==> src/rtl/decade_count_sequencer.sv <==
// Turns two raw active-low buttons and an auto-run tick into spaced, registered
// count strobes for one BCD decade counter, plus clear and 9->0 / 0->9 wrap flags.
module decade_count_sequencer #(
    parameter int DEBOUNCE   = 50000,
    parameter int PULSE_LEN  = 4,
    parameter int GAP_LEN    = 4,
    parameter int CLR_CYCLES = 2,
    parameter int AUTO_DIV   = 25000000
) (
    input  logic clk,
    input  logic rst,
    input  logic up_btn_n,
    input  logic dn_btn_n,
    input  logic auto_en,
    input  logic cu_n,
    input  logic cd_n,
    output logic cnt_up_n,
    output logic cnt_dn_n,
    output logic cnt_clr_n,
    output logic busy,
    output logic wrap_up,
    output logic wrap_dn
);

    localparam int DB_W    = (DEBOUNCE > 1) ? $clog2(DEBOUNCE) : 1;
    localparam int AD_W    = $clog2(AUTO_DIV);
    localparam int TMR_MAX = (PULSE_LEN > GAP_LEN)
                           ? ((PULSE_LEN > CLR_CYCLES) ? PULSE_LEN : CLR_CYCLES)
                           : ((GAP_LEN > CLR_CYCLES) ? GAP_LEN : CLR_CYCLES);
    localparam int TMR_W   = (TMR_MAX > 1) ? $clog2(TMR_MAX) : 1;

    typedef enum logic [1:0] {
        ST_CLEAR,
        ST_IDLE,
        ST_LOW,
        ST_GAP
    } state_t;

    typedef enum logic {
        DIR_UP,
        DIR_DN
    } dir_t;

    // ------------------------------------------------------------------
    // Button conditioning: index 0 = up, index 1 = down
    // ------------------------------------------------------------------
    logic [1:0] btn_raw;
    logic [1:0] press;

    assign btn_raw = {dn_btn_n, up_btn_n};

    genvar gi;
    generate
        for (gi = 0; gi < 2; gi++) begin : g_btn
            logic            sync1_reg;
            logic            sync2_reg;
            logic            stable_reg;
            logic            stable_prev_reg;
            logic            press_reg;
            logic [DB_W-1:0] db_cnt_reg;

            always_ff @(posedge clk) begin
                if (rst) begin
                    sync1_reg       <= 1'b1;
                    sync2_reg       <= 1'b1;
                    stable_reg      <= 1'b1;
                    stable_prev_reg <= 1'b1;
                    press_reg       <= 1'b0;
                    db_cnt_reg      <= '0;
                end else begin
                    sync1_reg       <= btn_raw[gi];
                    sync2_reg       <= sync1_reg;
                    stable_prev_reg <= stable_reg;
                    // Only the released->pressed transition of the clean level counts
                    press_reg       <= stable_prev_reg & ~stable_reg;
                    if (sync2_reg == stable_reg) begin
                        db_cnt_reg <= '0;
                    end else if (db_cnt_reg == DB_W'(DEBOUNCE - 1)) begin
                        stable_reg <= sync2_reg;
                        db_cnt_reg <= '0;
                    end else begin
                        db_cnt_reg <= db_cnt_reg + DB_W'(1);
                    end
                end
            end

            assign press[gi] = press_reg;
        end
    endgenerate

    // ------------------------------------------------------------------
    // State registers
    // ------------------------------------------------------------------
    state_t           state_reg, state_next;
    dir_t             dir_reg, dir_next;
    logic [TMR_W-1:0] tmr_reg, tmr_next;
    logic             pend_up_reg, pend_up_next;
    logic             pend_dn_reg, pend_dn_next;
    logic [AD_W-1:0]  auto_cnt_reg;
    logic             auto_tick_reg;
    logic             cnt_up_n_reg, cnt_dn_n_reg, cnt_clr_n_reg;
    logic             busy_reg, wrap_up_reg, wrap_dn_reg;
    logic             wrap_up_next, wrap_dn_next;
    logic             up_req, dn_req;

    // ------------------------------------------------------------------
    // Auto-run tick generator
    // ------------------------------------------------------------------
    always_ff @(posedge clk) begin
        if (rst) begin
            auto_cnt_reg  <= '0;
            auto_tick_reg <= 1'b0;
        end else if (!auto_en || state_reg == ST_CLEAR) begin
            auto_cnt_reg  <= '0;
            auto_tick_reg <= 1'b0;
        end else if (auto_cnt_reg == AD_W'(AUTO_DIV - 1)) begin
            auto_cnt_reg  <= '0;
            auto_tick_reg <= 1'b1;
        end else begin
            auto_cnt_reg  <= auto_cnt_reg + AD_W'(1);
            auto_tick_reg <= 1'b0;
        end
    end

    assign up_req = press[0] | auto_tick_reg;
    assign dn_req = press[1];

    // ------------------------------------------------------------------
    // Request arbitration into the one-deep pending flags
    // ------------------------------------------------------------------
    always_comb begin
        pend_up_next = pend_up_reg;
        pend_dn_next = pend_dn_reg;
        if (state_reg == ST_CLEAR) begin
            pend_up_next = 1'b0;
            pend_dn_next = 1'b0;
        end else begin
            // An opposite request annihilates a pending one rather than queueing
            if (up_req && !dn_req) begin
                if (pend_dn_reg) pend_dn_next = 1'b0;
                else             pend_up_next = 1'b1;
            end else if (dn_req && !up_req) begin
                if (pend_up_reg) pend_up_next = 1'b0;
                else             pend_dn_next = 1'b1;
            end
            if (state_reg == ST_IDLE && pend_up_reg) begin
                pend_up_next = 1'b0;
            end else if (state_reg == ST_IDLE && pend_dn_reg) begin
                pend_dn_next = 1'b0;
            end
        end
    end

    // ------------------------------------------------------------------
    // Strobe sequencer next-state logic
    // ------------------------------------------------------------------
    always_comb begin
        state_next   = state_reg;
        dir_next     = dir_reg;
        tmr_next     = tmr_reg;
        wrap_up_next = 1'b0;
        wrap_dn_next = 1'b0;
        case (state_reg)
            ST_CLEAR: begin
                if (tmr_reg == TMR_W'(CLR_CYCLES - 1)) begin
                    state_next = ST_IDLE;
                    tmr_next   = '0;
                end else begin
                    tmr_next = tmr_reg + TMR_W'(1);
                end
            end
            ST_IDLE: begin
                if (pend_up_reg) begin
                    state_next = ST_LOW;
                    dir_next   = DIR_UP;
                    tmr_next   = '0;
                end else if (pend_dn_reg) begin
                    state_next = ST_LOW;
                    dir_next   = DIR_DN;
                    tmr_next   = '0;
                end
            end
            ST_LOW: begin
                if (tmr_reg == TMR_W'(PULSE_LEN - 1)) begin
                    state_next = ST_GAP;
                    tmr_next   = '0;
                    // Carry/borrow is valid while our strobe is still low
                    wrap_up_next = (dir_reg == DIR_UP) & ~cu_n;
                    wrap_dn_next = (dir_reg == DIR_DN) & ~cd_n;
                end else begin
                    tmr_next = tmr_reg + TMR_W'(1);
                end
            end
            ST_GAP: begin
                if (tmr_reg == TMR_W'(GAP_LEN - 1)) begin
                    state_next = ST_IDLE;
                    tmr_next   = '0;
                end else begin
                    tmr_next = tmr_reg + TMR_W'(1);
                end
            end
            default: begin
                state_next = ST_CLEAR;
                tmr_next   = '0;
            end
        endcase
    end

    // Outputs are registered from the next-state values so they line up with the state
    always_ff @(posedge clk) begin
        if (rst) begin
            state_reg     <= ST_CLEAR;
            dir_reg       <= DIR_UP;
            tmr_reg       <= '0;
            pend_up_reg   <= 1'b0;
            pend_dn_reg   <= 1'b0;
            cnt_up_n_reg  <= 1'b1;
            cnt_dn_n_reg  <= 1'b1;
            cnt_clr_n_reg <= 1'b0;
            busy_reg      <= 1'b1;
            wrap_up_reg   <= 1'b0;
            wrap_dn_reg   <= 1'b0;
        end else begin
            state_reg     <= state_next;
            dir_reg       <= dir_next;
            tmr_reg       <= tmr_next;
            pend_up_reg   <= pend_up_next;
            pend_dn_reg   <= pend_dn_next;
            cnt_up_n_reg  <= ~(state_next == ST_LOW && dir_next == DIR_UP);
            cnt_dn_n_reg  <= ~(state_next == ST_LOW && dir_next == DIR_DN);
            cnt_clr_n_reg <= (state_next != ST_CLEAR);
            busy_reg      <= (state_next != ST_IDLE) | pend_up_next | pend_dn_next;
            wrap_up_reg   <= wrap_up_next;
            wrap_dn_reg   <= wrap_dn_next;
        end
    end

    assign cnt_up_n  = cnt_up_n_reg;
    assign cnt_dn_n  = cnt_dn_n_reg;
    assign cnt_clr_n = cnt_clr_n_reg;
    assign busy      = busy_reg;
    assign wrap_up   = wrap_up_reg;
    assign wrap_dn   = wrap_dn_reg;

endmodule

==> config.mk <==
export PLATFORM = sky130hd
export DESIGN_NAME = decade_count_sequencer
export DESIGN_NICKNAME = d
export VERILOG_FILES = /design/src/rtl/decade_count_sequencer.sv
export SDC_FILE = /design/constraint.sdc
export NUM_CORES = 1
export LEC_CHECK = 0
export ABC_CLOCK_PERIOD_IN_PS = 4950
export BUFFER_PORTS_ARGS = -buffer_cell sky130_fd_sc_hd__buf_2
export CORE_AREA = 2 2 66 92
export DETAILED_ROUTE_END_ITERATION = 12
export DIE_AREA = 0 0 68 94
export GPL_ROUTABILITY_DRIVEN = 0
export PLACE_DENSITY = 0.82
export SYNTH_ARGS = -nofsm -noshare
export SYNTH_HDL_FRONTEND = slang
export SYNTH_SLANG_ARGS = --single-unit
==> constraint.sdc <==
create_clock -name clk -period 4.95 [get_ports clk]
set_clock_uncertainty 0.1 [all_clocks]
set_input_delay 0.2475 -clock clk [delete_from_list [all_inputs] [get_ports clk]]
set_output_delay 0.2475 -clock clk [all_outputs]
set_load 0.005 [all_outputs]
==> key figures <==
STA
  – Actual transition at the worst max-transition pin: 0.9280 ns
  – Setup TNS: 0 ns
  – Final min period: 2.548 ns
  – Fin crit share: 0.5147
  – RSZ-0062 raised after global routing: no
  – Setup WS post-layout: 2.402 ns
  – Endpoints failing setup: 0
  – Final Hold Fails: 0
  – Relative slew margins: 0.3812
  – Max Clock Freq: 392.5 MHz
  – Slew Viols, Final: 0

Floorplanning
  – Die Width: 68 um
  – Die area: 0.006392 mm^2
  – I/O pin cnt: 13
  – Core area: 0.005525 mm^2
  – Initial Utilization: 0.6429
  – Std cell rows: 32
  – Die Height: 94 um

Min path
  – Worst Hold End: auto_tick_reg
  – Hold Crit Depth: 2
  – HP Class: primary input to flip-flop
  – Hold path start: auto_en

Clock tree
  – # clock sinks: 81
  – Worst-path clk slew: 0.10 ns
  – Total CTS buffers: 9
  – Clock buffer depth: 2
  – CTS tree: yes
  – Resize count post-CTS: 0
  – H-tree Lvls: 3
  – Clock latency reported for the late side of the worst-skew pair: 0.36 ns
  – Root buffer cell: clkbuf_8

Synthesis
  – Post-synthesis xor/xnor area fraction: 0.09123
  – Simple-Gate Fraction of Synth Area: 0.3040
  – Avg Synthesized Cell Area: 8.858 um^2
  – Synth Instances: 401
  – Adder-Cell Fraction of Synth Area: 0.02113
  – Yosys top cell by area: dfxtp_1
  – Post-synth ARST share: 0
  – Count leader, synth: dfxtp_1
  – Synth unique cells: 48
  – Top cell type's share of synthesized area: 0.4565
  – Main combinational cell family by area after synthesis: simple AND/OR/NAND/NOR gates
  – Seq/Total Area, Yosys: 0.4565
  – Register bit total from synthesis: 81
  – Top FF cell, synth: dfxtp_1
  – Synth Area in Compound Gates: 0.09440
  – Mapped Nets: 414
  – Most instantiated cells after synthesis: dfxtp_1, nor2_1, a21oi_1
  – Post-synthesis mux area share: 0
  – Cell Area, Synth: 0.003552 mm^2
  – Number of synthesized flops with an enable pin: 0
  – Largest cells by area after synthesis: dfxtp_1, nor2_1, xnor2_1, xor2_1, a21oi_1
  – Synth warn: 0

Global routing
  – Grt total ovfl: 0
  – Initial antenna violation count: 0
  – Vias in the first global route: 2,606
  – GRT Overall Usage: 0.2208
  – First-pass GRT wire length: 10,980 um
  – Largest net degree at the start of global routing: 25

Setup path
  – CP delay by family, top: simple AND/OR/NAND/NOR gates
  – Crit path required time: 5.05 ns
  – Cell Chain, Critical Path: or4_1 -> or4_4 -> o21ai_2 -> nor2_1
  – Setup crit start kind: flip-flop
  – Critical path buffers and inverters: 0
  – Reg2reg path depth: 4
  – Crit Reg-Reg Startpoint: auto_cnt_reg[9]
  – Flop2flop setup slack: 2.40 ns
  – Critical Path Slowest Stage Cell: o21ai_2
  – FF-to-FF End: auto_cnt_reg[8]
  – Crit path max fanout: 24
  – Setup Crit Path Kind: flip-flop to flip-flop
  – Worst path max stage delay: 0.75 ns
  – CP Data Arrival Time: 2.65 ns
  – CP Capture Type: flip-flop

Pwr
  – PnR Total Power: 1.266 mW
  – PwrDens: 324.4 mW/mm^2
  – Peak supply drop: 228.1 uV
  – LEAKAGE: 1.249 nW

Layout
  – Filler cells: 418
  – Antenna diodes: 0
  – Max reg flops: 32
  – Multi-input combinational cell area: 0.001814 mm^2
  – Final #Nets: 427
  – Storage cell area: 0.001622 mm^2
  – Layout cell share with drive strength beyond 1: 0.1074
  – Layout area overhead: 9.863%

Routing
  – Detailed Route Iter0 Violations: 163
  – Vias/cell: 5.869
  – Post-Route WL: 6403 um
  – Via count: 2,858
  – Avg WL per Cell: 13.15 um
  – DRC violations left: 0
  – First-pass iteration count of the detailed router: 5
  – Routed Antenna Nets: 0

Placed design
  – Pre-CTS WS: 2.426 ns
  – IO Port Bufs: 12
  – Post-DP HPWL: 4380 um

Job
  – MaxCap Viol Count: 0

Run status
  – Status: completed
==> power breakdown <==
group          internal [mW]  leakage [nW]  switching (mW)
clock                  0.294         0.115           0.257
combinational         0.0214         0.479          0.0246
sequential             0.660         0.655         0.00872
total                  0.975          1.25           0.291
==> final cells by class <==
cell class / instances / share of cell area
clock buffers: 9 / 0.03174
clock inverters: 7 / 0.02886
inverters: 12 / 0.01154
multi-input cells: 294 / 0.4649
flip-flops and latches: 81 / 0.4155
well taps: 68 / 0.02180
repair buffers: 16 / 0.02565
==> cell families after synthesis <==
family                     count (synthesis)
and+or+nand+nor                          197
buffers and inverters                     26
AOI/OAI and AO/OA                         54
xor gates and xnor gates                  37
adders and majority gates                  6
DFF                                       81
==> timing repair <==
item / in CTS / in global routing
setup buffers: 0 / 0
hold buffers: 4 / 0
endpoints found under the hold margin: 4 / 0
==> cell usage in the layout (no fill, tap or decap), types with 2 or more instances in the layout <==
master	n
o31ai_1	10
a21oi_1	26
nand3_1	25
and2_1	4
or4_1	12
nor2_1	51
nand2_1	24
buf_2	12
o41ai_1	2
dlygate4sd3_1	4
nor4bb_1	2
nor4b_1	2
clkbuf_8	9
nor4_1	8
o21ai_0	5
dfxtp_1	81
or2_2	10
ha_1	6
a211o_1	2
nand2b_1	5
and4_1	5
nor3_1	8
xor2_1	17
xnor2_1	20
nor3b_1	3
bufinv_16	2
nand4_1	13
and3_1	6
nor2b_1	4
inv_1	12
or3_1	6
==> stage by stage <==
stage	hold slack, ns	instance area (um^2)	std cells	utilization
finish	0.07703	3902	487	0.7063
global route	0.06653	3902	487	0.7063
CTS	0.07173	3902	487	0.7063
detailed placement	0.2973	3626	467	0.6563
global placement	0.2947	3626	467	0.6563
floorplan	0.2236	3552	401	-
==> routing by layer <==
metal | up-vias | wire, um | global-route usage
li1 | 1453 | - | -
met5 | - | 0 | 0
met3 | 9 | 183 | 0.05875
met4 | 0 | 95 | 0.07000
met2 | 47 | 3258 | 0.3875
met1 | 1349 | 2864 | 0.2532
==> worst max-delay path by stage <==
| stage | startpoint | to | cells past startpoint |
|---|---|---|---|
| finish | auto_cnt_reg[9] | auto_cnt_reg[8] | 4 |
| global route | auto_cnt_reg[9] | auto_cnt_reg[3] | 4 |
| CTS | auto_cnt_reg[9] | auto_cnt_reg[11] | 4 |
| detailed placement | auto_cnt_reg[9] | auto_cnt_reg[8] | 4 |
| global placement | auto_cnt_reg[10] | auto_cnt_reg[5] | 4 |
| floorplan | auto_cnt_reg[10] | auto_cnt_reg[21] | 5 |
Note: power is estimated with default switching activity, not from simulation.
